## config.mk

```make
export PLATFORM = sky130hd
export DESIGN_NAME = zov5640_init_seq
export DESIGN_NICKNAME = d
export VERILOG_FILES = /design/src/rtl/zov5640_pkg.sv /design/src/rtl/zov5640_op_timer.sv /design/src/rtl/zov5640_init_seq.sv
export SDC_FILE = /design/constraint.sdc
export NUM_CORES = 1
export LEC_CHECK = 0
export CORE_MARGIN = 2
export CORE_UTILIZATION = 50
export DETAILED_ROUTE_END_ITERATION = 7
export PLACE_DENSITY = 0.73
export SLEW_MARGIN = 20
export SYNTH_ARGS = -nofsm -noshare
export SYNTH_HDL_FRONTEND = slang
export SYNTH_SLANG_ARGS = --single-unit
```

## constraint.sdc

```tcl
create_clock -name iClk -period 4.3 [get_ports iClk]
set_input_delay 0.43 -clock iClk [delete_from_list [all_inputs] [get_ports iClk]]
set_output_delay 0.43 -clock iClk [all_outputs]
set_load 0.05 [all_outputs]
```

## src/rtl/zov5640_pkg.sv

```systemverilog
// Shared definitions for the OV5640 bring-up sequencer: SCCB op codes,
// table markers, ID register addresses, error codes and FSM states.
package zov5640_pkg;

  localparam logic [2:0] OP_HWRST = 3'b000;
  localparam logic [2:0] OP_RD    = 3'b001;
  localparam logic [2:0] OP_WR    = 3'b010;
  localparam logic [2:0] OP_PARK  = 3'b011;

  localparam logic [15:0] TBL_END  = 16'hFFFF;
  localparam logic [15:0] TBL_DLY  = 16'hFFFE;
  localparam logic [15:0] REG_ID_H = 16'h300A;
  localparam logic [15:0] REG_ID_L = 16'h300B;

  localparam logic [1:0] ERR_NONE = 2'd0;
  localparam logic [1:0] ERR_ID   = 2'd1;
  localparam logic [1:0] ERR_TO   = 2'd2;

  typedef struct packed {
    logic [15:0] addr;
    logic [7:0]  data;
  } tbl_entry_t;

  typedef enum logic [3:0] {
    ST_IDLE      = 4'd0,
    ST_PARK_INIT = 4'd1,
    ST_HWRST     = 4'd2,
    ST_RD_IDH    = 4'd3,
    ST_RD_IDL    = 4'd4,
    ST_CHK       = 4'd5,
    ST_FETCH     = 4'd6,
    ST_DEC       = 4'd7,
    ST_WR        = 4'd8,
    ST_DELAY     = 4'd9,
    ST_TO_PARK   = 4'd10,
    ST_END       = 4'd11,
    ST_ERR       = 4'd12
  } seq_state_e;

endpackage

```

## src/rtl/zov5640_op_timer.sv

```systemverilog
// Loadable down-counter shared by the per-op timeout and table delays;
// expired is high while the count sits at zero.
module zov5640_op_timer #(
  parameter int W = 32
) (
  input  logic         iClk,
  input  logic         iRst,
  input  logic         load,
  input  logic [W-1:0] value,
  input  logic         en,
  output logic         expired
);

  logic [W-1:0] cnt_r;

  // count register: load wins, otherwise decrement down to zero
  always_ff @(posedge iClk) begin
    if (iRst) begin
      cnt_r <= '0;
    end else if (load) begin
      cnt_r <= value;
    end else if (en && (cnt_r != '0)) begin
      cnt_r <= cnt_r - W'(1);
    end else begin
      cnt_r <= cnt_r;
    end
  end

  assign expired = (cnt_r == '0);

endmodule

```

## src/rtl/zov5640_init_seq.sv

```systemverilog
// OV5640 bring-up sequencer: hardware reset, chip-ID check, then a walk
// through an external register-write ROM, all via the SCCB engine.
module zov5640_init_seq
  import zov5640_pkg::*;
#(
  parameter int          TBL_AW         = 9,
  parameter logic [15:0] CHIP_ID        = 16'h5640,
  parameter int          TIMEOUT_CYC    = 262143,
  parameter int          DELAY_UNIT_CYC = 100000
) (
  input  logic              iClk,
  input  logic              iRst,
  input  logic              iStart,
  output logic [TBL_AW-1:0] oTblAddr,
  input  logic [23:0]       iTblData,
  output logic              oSccbEn,
  output logic [2:0]        oOpReq,
  output logic [15:0]       oRegAddr,
  output logic [7:0]        oWrData,
  input  logic [7:0]        iRdData,
  input  logic              iOpDone,
  output logic              oBusy,
  output logic              oDone,
  output logic              oErr,
  output logic [1:0]        oErrCode,
  output logic [15:0]       oChipId,
  output logic [TBL_AW-1:0] oWrCount
);

  localparam int TMR_W = 32;

  seq_state_e        state_r, state_nxt_s;
  logic [2:0]        op_r, op_nxt_s;
  logic              en_r, en_nxt_s;
  logic [15:0]       addr_r, addr_nxt_s;
  logic [7:0]        wd_r, wd_nxt_s;
  logic [TBL_AW-1:0] tbl_addr_r, tbl_nxt_s;
  logic [TBL_AW-1:0] wrcnt_r, wrcnt_nxt_s;
  logic              done_r, done_nxt_s;
  logic              err_r, err_nxt_s;
  logic [1:0]        code_r, code_nxt_s;
  logic [15:0]       chip_r, chip_nxt_s;
  logic              park_pend_r, park_nxt_s;
  logic              busy_r;

  logic              adv_s;
  logic              op_fin_s;
  logic              in_op_s;
  logic              tbl_last_s;
  logic              tmr_load_s;
  logic [TMR_W-1:0]  tmr_val_s;
  logic              tmr_en_s;
  logic              tmr_exp_s;
  tbl_entry_t        entry_s;

  assign entry_s    = tbl_entry_t'(iTblData);
  assign op_fin_s   = en_r & iOpDone;
  assign tbl_last_s = &tbl_addr_r;
  assign in_op_s    = (state_r == ST_HWRST) || (state_r == ST_RD_IDH) ||
                      (state_r == ST_RD_IDL) || (state_r == ST_WR);
  assign tmr_en_s   = (state_r != ST_IDLE);

  zov5640_op_timer #(.W(TMR_W)) u_timer (
    .iClk    (iClk),
    .iRst    (iRst),
    .load    (tmr_load_s),
    .value   (tmr_val_s),
    .en      (tmr_en_s),
    .expired (tmr_exp_s)
  );

  // next-state and next-output decode
  always_comb begin
    state_nxt_s = state_r;
    op_nxt_s    = op_r;
    en_nxt_s    = en_r;
    addr_nxt_s  = addr_r;
    wd_nxt_s    = wd_r;
    tbl_nxt_s   = tbl_addr_r;
    wrcnt_nxt_s = wrcnt_r;
    done_nxt_s  = done_r;
    err_nxt_s   = err_r;
    code_nxt_s  = code_r;
    chip_nxt_s  = chip_r;
    park_nxt_s  = park_pend_r;
    adv_s       = 1'b0;
    tmr_load_s  = 1'b0;
    tmr_val_s   = '0;

    case (state_r)
      ST_IDLE: begin
        if (iStart) begin
          done_nxt_s  = 1'b0;
          err_nxt_s   = 1'b0;
          code_nxt_s  = ERR_NONE;
          wrcnt_nxt_s = '0;
          tbl_nxt_s   = '0;
          // after our own reset the engine may be mid-op, so park it first
          if (park_pend_r) begin
            state_nxt_s = ST_PARK_INIT;
            op_nxt_s    = OP_PARK;
            en_nxt_s    = 1'b1;
          end else begin
            state_nxt_s = ST_HWRST;
            op_nxt_s    = OP_HWRST;
          end
        end else begin
          state_nxt_s = ST_IDLE;
        end
      end
      ST_PARK_INIT: begin
        en_nxt_s    = 1'b0;
        park_nxt_s  = 1'b0;
        op_nxt_s    = OP_HWRST;
        state_nxt_s = ST_HWRST;
      end
      ST_HWRST: begin
        if (op_fin_s) begin
          state_nxt_s = ST_RD_IDH;
          op_nxt_s    = OP_RD;
          addr_nxt_s  = REG_ID_H;
        end else begin
          state_nxt_s = ST_HWRST;
        end
      end
      ST_RD_IDH: begin
        if (op_fin_s) begin
          chip_nxt_s[15:8] = iRdData;
          state_nxt_s      = ST_RD_IDL;
          addr_nxt_s       = REG_ID_L;
        end else begin
          state_nxt_s = ST_RD_IDH;
        end
      end
      ST_RD_IDL: begin
        if (op_fin_s) begin
          chip_nxt_s[7:0] = iRdData;
          state_nxt_s     = ST_CHK;
        end else begin
          state_nxt_s = ST_RD_IDL;
        end
      end
      ST_CHK: begin
        if (chip_r == CHIP_ID) begin
          state_nxt_s = ST_FETCH;
          tbl_nxt_s   = '0;
        end else begin
          state_nxt_s = ST_ERR;
          code_nxt_s  = ERR_ID;
        end
      end
      ST_FETCH: begin
        state_nxt_s = ST_DEC;
      end
      ST_DEC: begin
        if (entry_s.addr == TBL_END) begin
          state_nxt_s = ST_END;
        end else if (entry_s.addr == TBL_DLY) begin
          if (entry_s.data == 8'd0) begin
            adv_s = 1'b1;
          end else begin
            // load one short: the DELAY state itself spends the final cycle at zero
            state_nxt_s = ST_DELAY;
            tmr_load_s  = 1'b1;
            tmr_val_s   = TMR_W'(entry_s.data) * TMR_W'(DELAY_UNIT_CYC) - TMR_W'(1);
          end
        end else begin
          state_nxt_s = ST_WR;
          op_nxt_s    = OP_WR;
          addr_nxt_s  = entry_s.addr;
          wd_nxt_s    = entry_s.data;
        end
      end
      ST_WR: begin
        if (op_fin_s) begin
          wrcnt_nxt_s = wrcnt_r + TBL_AW'(1);
          adv_s       = 1'b1;
        end else begin
          state_nxt_s = ST_WR;
        end
      end
      ST_DELAY: begin
        if (tmr_exp_s) begin
          adv_s = 1'b1;
        end else begin
          state_nxt_s = ST_DELAY;
        end
      end
      ST_TO_PARK: begin
        en_nxt_s    = 1'b0;
        code_nxt_s  = ERR_TO;
        state_nxt_s = ST_ERR;
      end
      ST_END: begin
        done_nxt_s  = 1'b1;
        op_nxt_s    = OP_PARK;
        state_nxt_s = ST_IDLE;
      end
      ST_ERR: begin
        err_nxt_s   = 1'b1;
        op_nxt_s    = OP_PARK;
        state_nxt_s = ST_IDLE;
      end
      default: begin
        en_nxt_s    = 1'b0;
        state_nxt_s = ST_IDLE;
      end
    endcase

    // last table slot behaves as if END followed it; the address never wraps
    if (adv_s) begin
      if (tbl_last_s) begin
        state_nxt_s = ST_END;
      end else begin
        tbl_nxt_s   = tbl_addr_r + TBL_AW'(1);
        state_nxt_s = ST_FETCH;
      end
    end else begin
      tbl_nxt_s = tbl_nxt_s;
    end

    // shared handshake for every op state: setup cycle, then hold until done or timeout
    if (in_op_s) begin
      if (!en_r) begin
        en_nxt_s   = 1'b1;
        tmr_load_s = 1'b1;
        tmr_val_s  = TMR_W'(TIMEOUT_CYC) - TMR_W'(1);
      end else if (iOpDone) begin
        en_nxt_s = 1'b0;
      end else if (tmr_exp_s) begin
        en_nxt_s    = 1'b1;
        op_nxt_s    = OP_PARK;
        state_nxt_s = ST_TO_PARK;
      end else begin
        en_nxt_s = 1'b1;
      end
    end else begin
      en_nxt_s = en_nxt_s;
    end
  end

  // state and output registers
  always_ff @(posedge iClk) begin
    if (iRst) begin
      state_r     <= ST_IDLE;
      op_r        <= OP_PARK;
      en_r        <= 1'b0;
      addr_r      <= 16'h0000;
      wd_r        <= 8'h00;
      tbl_addr_r  <= '0;
      wrcnt_r     <= '0;
      done_r      <= 1'b0;
      err_r       <= 1'b0;
      code_r      <= ERR_NONE;
      chip_r      <= 16'h0000;
      park_pend_r <= 1'b1;
      busy_r      <= 1'b0;
    end else begin
      state_r     <= state_nxt_s;
      op_r        <= op_nxt_s;
      en_r        <= en_nxt_s;
      addr_r      <= addr_nxt_s;
      wd_r        <= wd_nxt_s;
      tbl_addr_r  <= tbl_nxt_s;
      wrcnt_r     <= wrcnt_nxt_s;
      done_r      <= done_nxt_s;
      err_r       <= err_nxt_s;
      code_r      <= code_nxt_s;
      chip_r      <= chip_nxt_s;
      park_pend_r <= park_nxt_s;
      busy_r      <= (state_nxt_s != ST_IDLE);
    end
  end

  assign oTblAddr = tbl_addr_r;
  assign oSccbEn  = en_r;
  assign oOpReq   = op_r;
  assign oRegAddr = addr_r;
  assign oWrData  = wd_r;
  assign oBusy    = busy_r;
  assign oDone    = done_r;
  assign oErr     = err_r;
  assign oErrCode = code_r;
  assign oChipId  = chip_r;
  assign oWrCount = wrcnt_r;

endmodule

```

==> impl_metrics.tcl, run 1 <==
set metrics [dict create \
    status "finished clean" \
    skew_ns 0.0119 \
    crit_chain "buf_4 > ha_4 > ha_4 > inv_1 > fa_1 > inv_1 > fa_2 > ha_4 > a21o_4 > a221oi_4 > buf_4 > buf_4 > nand3b_1 > nand3_2 > and4_4 > nor3b_4 > buf_4 > nand2_1 > xnor2_1 > o21ai_0" \
    dpl_worst_slack_ns -0.736 \
    final-max-slew-violation-count 0 \
    ys_ff_latch 104 \
    multiInputGateArea_mm2 0.00490 \
    worst_pin_slew_ns 0.975 \
    ir_worst_vdd_v 0.000290 \
    finalSetupViolCount 0 \
    firstDrtPassIters 6 \
    yosys_warnings 0 \
    cellLeakagePower_nw 3.83 \
    grt_pass1_vias 6217 \
    post_drt_wl_per_cell_um 15.3 \
    place_inst 1169 \
    syn2layout_area_growth_pct 32.6 \
    crit_slowest_cell "fa_2" \
    die_area_mm2 0.0150 \
    path_class "primary input to flop" \
    clk-insertion-delay-late_ns 0.36 \
    path_buf_inv 6 \
    fmax_ghz 0.243 \
    syn-instance-count 844 \
    critPathArrivalTime_ns 4.36 \
    critPathRequiredTime_ns 4.54 \
    layout.nets 1120 \
    synth_edf_count 0 \
    grt_pass1_wl_mm 29.8 \
    clk_path_buf_depth 2 \
    drt-initial-drc-count 599 \
    tns_ns 0 \
    syn_nets 953 \
    drive_above_1_share_pct 16.5 \
    worstSetupStartpointType "primary input" \
    cp_top_family "adder cells" \
    async_flop_share_pct 0 \
    rows 43 \
    h-tree-depth 3 \
    ctsHoldBuffers 0 \
    crit_fanout 4 \
    power.total_w 0.00430 \
    clockRootBuffer "clkbuf_16" \
    vias 6725 \
    finalHoldViolCount 0 \
    grt_remaining_overflow 0 \
    fin_cells 1196 \
    pwr_density_cell_mw_per_mm2 464 \
    grt_start_max_net_pins 49 \
    synth_top_flop_cell "dfxtp_1" \
    cts_tree "done" \
    drc_errors 0 \
    yosysSeqAreaShare_pct 29.7 \
    ff_latch_area_mm2 0.00208 \
    end_kind "flop" \
    numCtsBuffers 9 \
    chipWidth_um 122 \
    routed_wirelength_mm 18.4 \
    critical_path.max_stage_delay_ns 0.55 \
    fin_util_pct 67.4 \
    fillCellCount 1147 \
    slew_headroom_pct 35.0 \
    syn_area_per_cell_um2 8.30 \
    port_buffers 102 \
    n_antenna_cell 0 \
    cap_viol_max_count 0 \
    antenna_found_initial 0 \
    period_needed_ns 4.12 \
    fin_crit_sh_pct 95.8 \
    initial_core_util_pct 50.8 \
    coreArea_mm2 0.0138 \
    clock_sinks 104 \
    place_hpwl_mm 13.7 \
    ys_types 72 \
    gp_congestion 0.931 \
    hold_class "flop to flop" \
    synth_area_mm2 0.00700 \
    cts.clk_slew.worst_paths_ns 0.07 \
    fin_ws_ns 0.179 \
    final_antenna_net_count 0 \
    fp.dieH_um 122 \
    path_common_cell "buf_4" \
    ios 103 \
    grt_use_total_pct 24.5 \
    via_per_inst 5.62 \
]
[path summary, 6_finish.rpt]
kind / startpoint / to / slack [ns] / cells after the start
worst max-delay path: iTblData[4] / u_timer.cnt_r[21] / 0.18 / 20
worst min-delay path: oRegAddr[10] / oRegAddr[10] / 0.45 / 2
worst max register to register: u_timer.cnt_r[5] / oTblAddr[5] / 1.01 / 8
worst min register to register: oRegAddr[10] / oRegAddr[10] / 0.45 / 2
[sequential cells by signal (all words and copies together), names as in the netlist]
register / count
oErr: 1
oOpReq: 3
oRegAddr: 16
u_timer.cnt_r: 32
oTblAddr: 9
oWrData: 8
oBusy: 1
oErrCode: 2
park_pend_r: 1
oSccbEn: 1
oWrCount: 9
oDone: 1
state_r: 4
oChipId: 16
[stage by stage]
step	area, µm²	hold WS [ns]
floorplan	7080	0.450
global placement	8790	0.441
detailed placement	8790	0.445
CTS	9200	0.455
global route	9280	0.469
finish	9280	0.453
[kinds of logic (layout without fill, tap and decap cells)]
kind of cell	after synthesis	in the layout	share of synthesized area, %
AOI/OAI and AO/OA	166	166	15.7
xor gates and xnor gates	56	56	7.00
adders and majority gates	73	73	14.3
buffers and inverters	60	232	3.23
DFF	104	104	29.7
muxes	27	27	3.88
and+or+nand+nor	358	358	26.1
[layout by cell type (no fill, tap or decap), types with 14 or more instances in the layout]
| master | instances |
|---|---|
| a21oi_1 | 52 |
| buf_4 | 92 |
| clkdlybuf4s50_1 | 93 |
| dfxtp_1 | 104 |
| ha_1 | 49 |
| inv_1 | 21 |
| mux2i_1 | 26 |
| nand2_1 | 64 |
| nand3_1 | 35 |
| nand4_1 | 14 |
| nor2_1 | 113 |
| nor3_1 | 20 |
| nor4_1 | 15 |
| o21ai_0 | 32 |
| xnor2_1 | 30 |
| xor2_1 | 23 |
[cells in the mapped netlist, drive strengths merged (4+ instances only)]
master   count  area (µm²)
nor2       113         424
dfxtp      104        2080
nand2       64         240
ha          61         763
a21oi       54         270
nand3       37         185
clkbuf      36         135
o21ai       34         170
xnor2       32         280
mux2i       26         260
nor3        24         140
xor2        24         210
inv         21        78.8
and3        15        95.1
nand4       15         109
nor4        15        93.8
nand2b      13        81.3
fa          12         240
a221oi      11         103
nand3b      10        75.1
nor2b       10        62.6
and2         8        51.3
or2          8        50.1
or3          8        55.1
a211oi       7        52.6
a31oi        6        37.5
o31ai        6        45.0
a21o         5        37.5
o21a         5        37.5
a2111oi      4        53.8
and4         4        38.8
o211ai       4        30.0
o31a         4        35.0
or4          4        30.0
[cell type report]
class                   count  share of cell area [%]
well taps                 180                    2.43
multi-input cells         680                    52.8
flip-flops and latches    104                    22.4
clock buffers              10                    2.47
clock inverters             6                   0.795
repair buffers            195                    18.3
inverters                  21                   0.849
[report_power, final]
group	switching [W]	internal [W]	leakage, nW
clock	0.000388	0.000461	0.148
combinational	0.00119	0.00111	2.84
sequential	0.0000917	0.00107	0.843
[metal layers]
| metal | part of all wire (%) | global-route usage [%] | up-vias |
|---|---|---|---|
| li1 | - | - | 3378 |
| met1 | 47 | 32.9 | 3148 |
| met2 | 46 | 40.1 | 175 |
| met3 | 5.2 | 5.53 | 24 |
| met4 | 1.6 | 5.82 | 0 |
| met5 | 0 | 0 | - |
[what timing repair did]
item                                    in CTS  in global routing
pin swaps                                   19                 19
buffers inserted                             9                  2
endpoints found under the setup margin      14                 11
cloned                                       0                  0
resized for setup                           24                 23
[worst reg2reg max path: cells and delay by family (launching register included)]
kind	cells	cell delay (ns)
DFF	1	0.33
and+or+nand+nor	5	2.04
AOI/OAI and AO/OA	3	0.74
No activity file was read; power rests on OpenSTA's default activity.
==> inputs of run 2 (changes only) <==
- CORE_UTILIZATION: 50 -> 56
- PLACE_DENSITY: 0.73 -> 0.78
- clock period: 4.3 -> 4.58 ns (I/O delays scaled with it)
==> run 2 against run 1 <==
Effect of this change:
- clock-buffer cell count is the same
- via count grew 3.6%
- sequential power shrank 4%
- die area shrank 10%
- first-iteration DRC count shrank 8.3%
- routed wire length grew 8.5%
- non-clock buffer count shrank 14
- critical endpoint is now u_timer.cnt_r[26]
- largest cell class unchanged
==> impl_metrics.tcl, run 2 (synthesis results as in run 1) <==
set metrics [dict create \
    clock_sinks 104 \
    ir_worst_vdd_v 0.000299 \
    clk-insertion-delay-late_ns 0.35 \
    ff_latch_area_mm2 0.00208 \
    path_class "primary input to flop" \
    largest-register "u_timer.cnt_r" \
    cts.clk_slew.worst_paths_ns 0.07 \
    grt_pass1_vias 6875 \
    n_antenna_cell 0 \
    largest_register_ffs 32 \
    initial_core_util_pct 57.8 \
    layout.nets 1106 \
    final_cell_mix "113 x nor2_1, 104 x dfxtp_1, 94 x clkdlybuf4s50_1" \
    tns_ns 0 \
    fillCellCount 913 \
    multiInputGateArea_mm2 0.00490 \
    grt_use_total_pct 29.4 \
    period_needed_ns 4.43 \
    final_common_cell "nor2_1" \
    clockRootBuffer "clkbuf_16" \
    routed_wirelength_mm 19.9 \
    end_kind "flop" \
    drive_above_1_share_pct 14.4 \
    antenna_found_initial 0 \
    ctsHoldBuffers 0 \
    critPathArrivalTime_ns 4.71 \
    cellLeakagePower_nw 3.78 \
    gp_congestion 0.904 \
    via_per_inst 5.97 \
    worst_pin_slew_ns 1.03 \
    status "finished clean" \
    grt_remaining_overflow 0 \
    hold_class "flop to flop" \
    fmax_ghz 0.226 \
    worstSetupStartpointType "primary input" \
    post_drt_wl_per_cell_um 17.1 \
    clk_path_buf_depth 2 \
    rows 40 \
    dpl-instance-area_mm2 0.00865 \
    grt_start_max_net_pins 49 \
    grt_pass1_wl_mm 32.0 \
    port_buffers 102 \
    vias 6968 \
    drt-initial-drc-count 549 \
    cts_tree "done" \
    ios 103 \
    rsz0062_at_grt "false" \
    numCtsBuffers 9 \
    crit_fanout 7 \
    finalHoldViolCount 0 \
    fp.dieH_um 116 \
    fin_crit_sh_pct 96.7 \
    pwr_density_cell_mw_per_mm2 437 \
    skew_ns 0.00777 \
    critPathRequiredTime_ns 4.86 \
    h-tree-depth 3 \
    power.total_w 0.00401 \
    firstDrtPassIters 5 \
    slew_headroom_pct 30.9 \
    chipWidth_um 116 \
    drc_errors 0 \
    final_antenna_net_count 0 \
    cap_viol_max_count 0 \
    coreArea_mm2 0.0121 \
    die_area_mm2 0.0134 \
    design_area_mm2 0.00917 \
    place_hpwl_mm 14.8 \
    finalSetupViolCount 0 \
    final-max-slew-violation-count 0 \
    syn2layout_area_growth_pct 30.9 \
]
==> run 2: power breakdown <==
part	internal (W)	total, W	switching, W
Combinational	0.000977	0.00211	0.00114
Sequential	0.00100	0.00111	0.000109
Clock	0.000435	0.000779	0.000344
Total	0.00241	0.00401	0.00159
==> run 2: area by class of cell <==
cell class                 instances  share of cell area (%)
sequential                       104                    22.7
clock inverter                     4                   0.587
timing repair buffer             181                    17.5
clock buffer                      10                    2.61
multi-input combinational        680                    53.4
inverter                          21                   0.860
tap                              168                    2.29
==> run 2: worst paths after layout <==
path | startpoint | end | slack, ns | cells after the start
min reg2reg | oRegAddr[11] | oRegAddr[11] | 0.45 | 2
max | iTblData[3] | u_timer.cnt_r[26] | 0.15 | 17
min | oRegAddr[11] | oRegAddr[11] | 0.45 | 2
max reg2reg | u_timer.cnt_r[5] | oTblAddr[7] | 1.41 | 8
==> run 2: repair_timing <==
action / CTS / global route
pin swaps: 11 / 15
buffers inserted: 2 / 3
endpoints found under the setup margin: 11 / 11
cloned: 0 / 0
resized for setup: 16 / 22
==> run 2: worst max-delay path: stages <==
cell and delay (ns):
dlygate4sd2_1 0.27, buf_4 0.17, inv_1 0.12, ha_4 0.23, ha_4 0.24, fa_1 0.46, ha_4 0.27, ha_4 0.24
a21o_1 0.19, a31o_1 0.22, or3_4 0.39, a2111oi_4 0.33, and4_4 0.28, nor3b_4 0.31, nand4_4 0.20, o31a_1 0.17
nor3_2 0.16
==> run 2: layer usage <==
layer	global-route usage (%)	part of all wire (%)
met3	6.12	5.8
met5	0	0
met2	51.4	50
met1	35.6	41
met4	11.0	2.8
==> run 2: metrics by stage <==
step	hold slack (ns)	util (%)	setup slack [ns]	std cells
finish	0.454	75.7	0.149	1168
floorplan	0.450	-	0.0232	844
detailed placement	0.447	71.4	-0.627	1149
global placement	0.439	71.4	-0.499	1149
global route	0.475	75.7	0.000272	1168
CTS	0.457	74.6	0.00191	1165
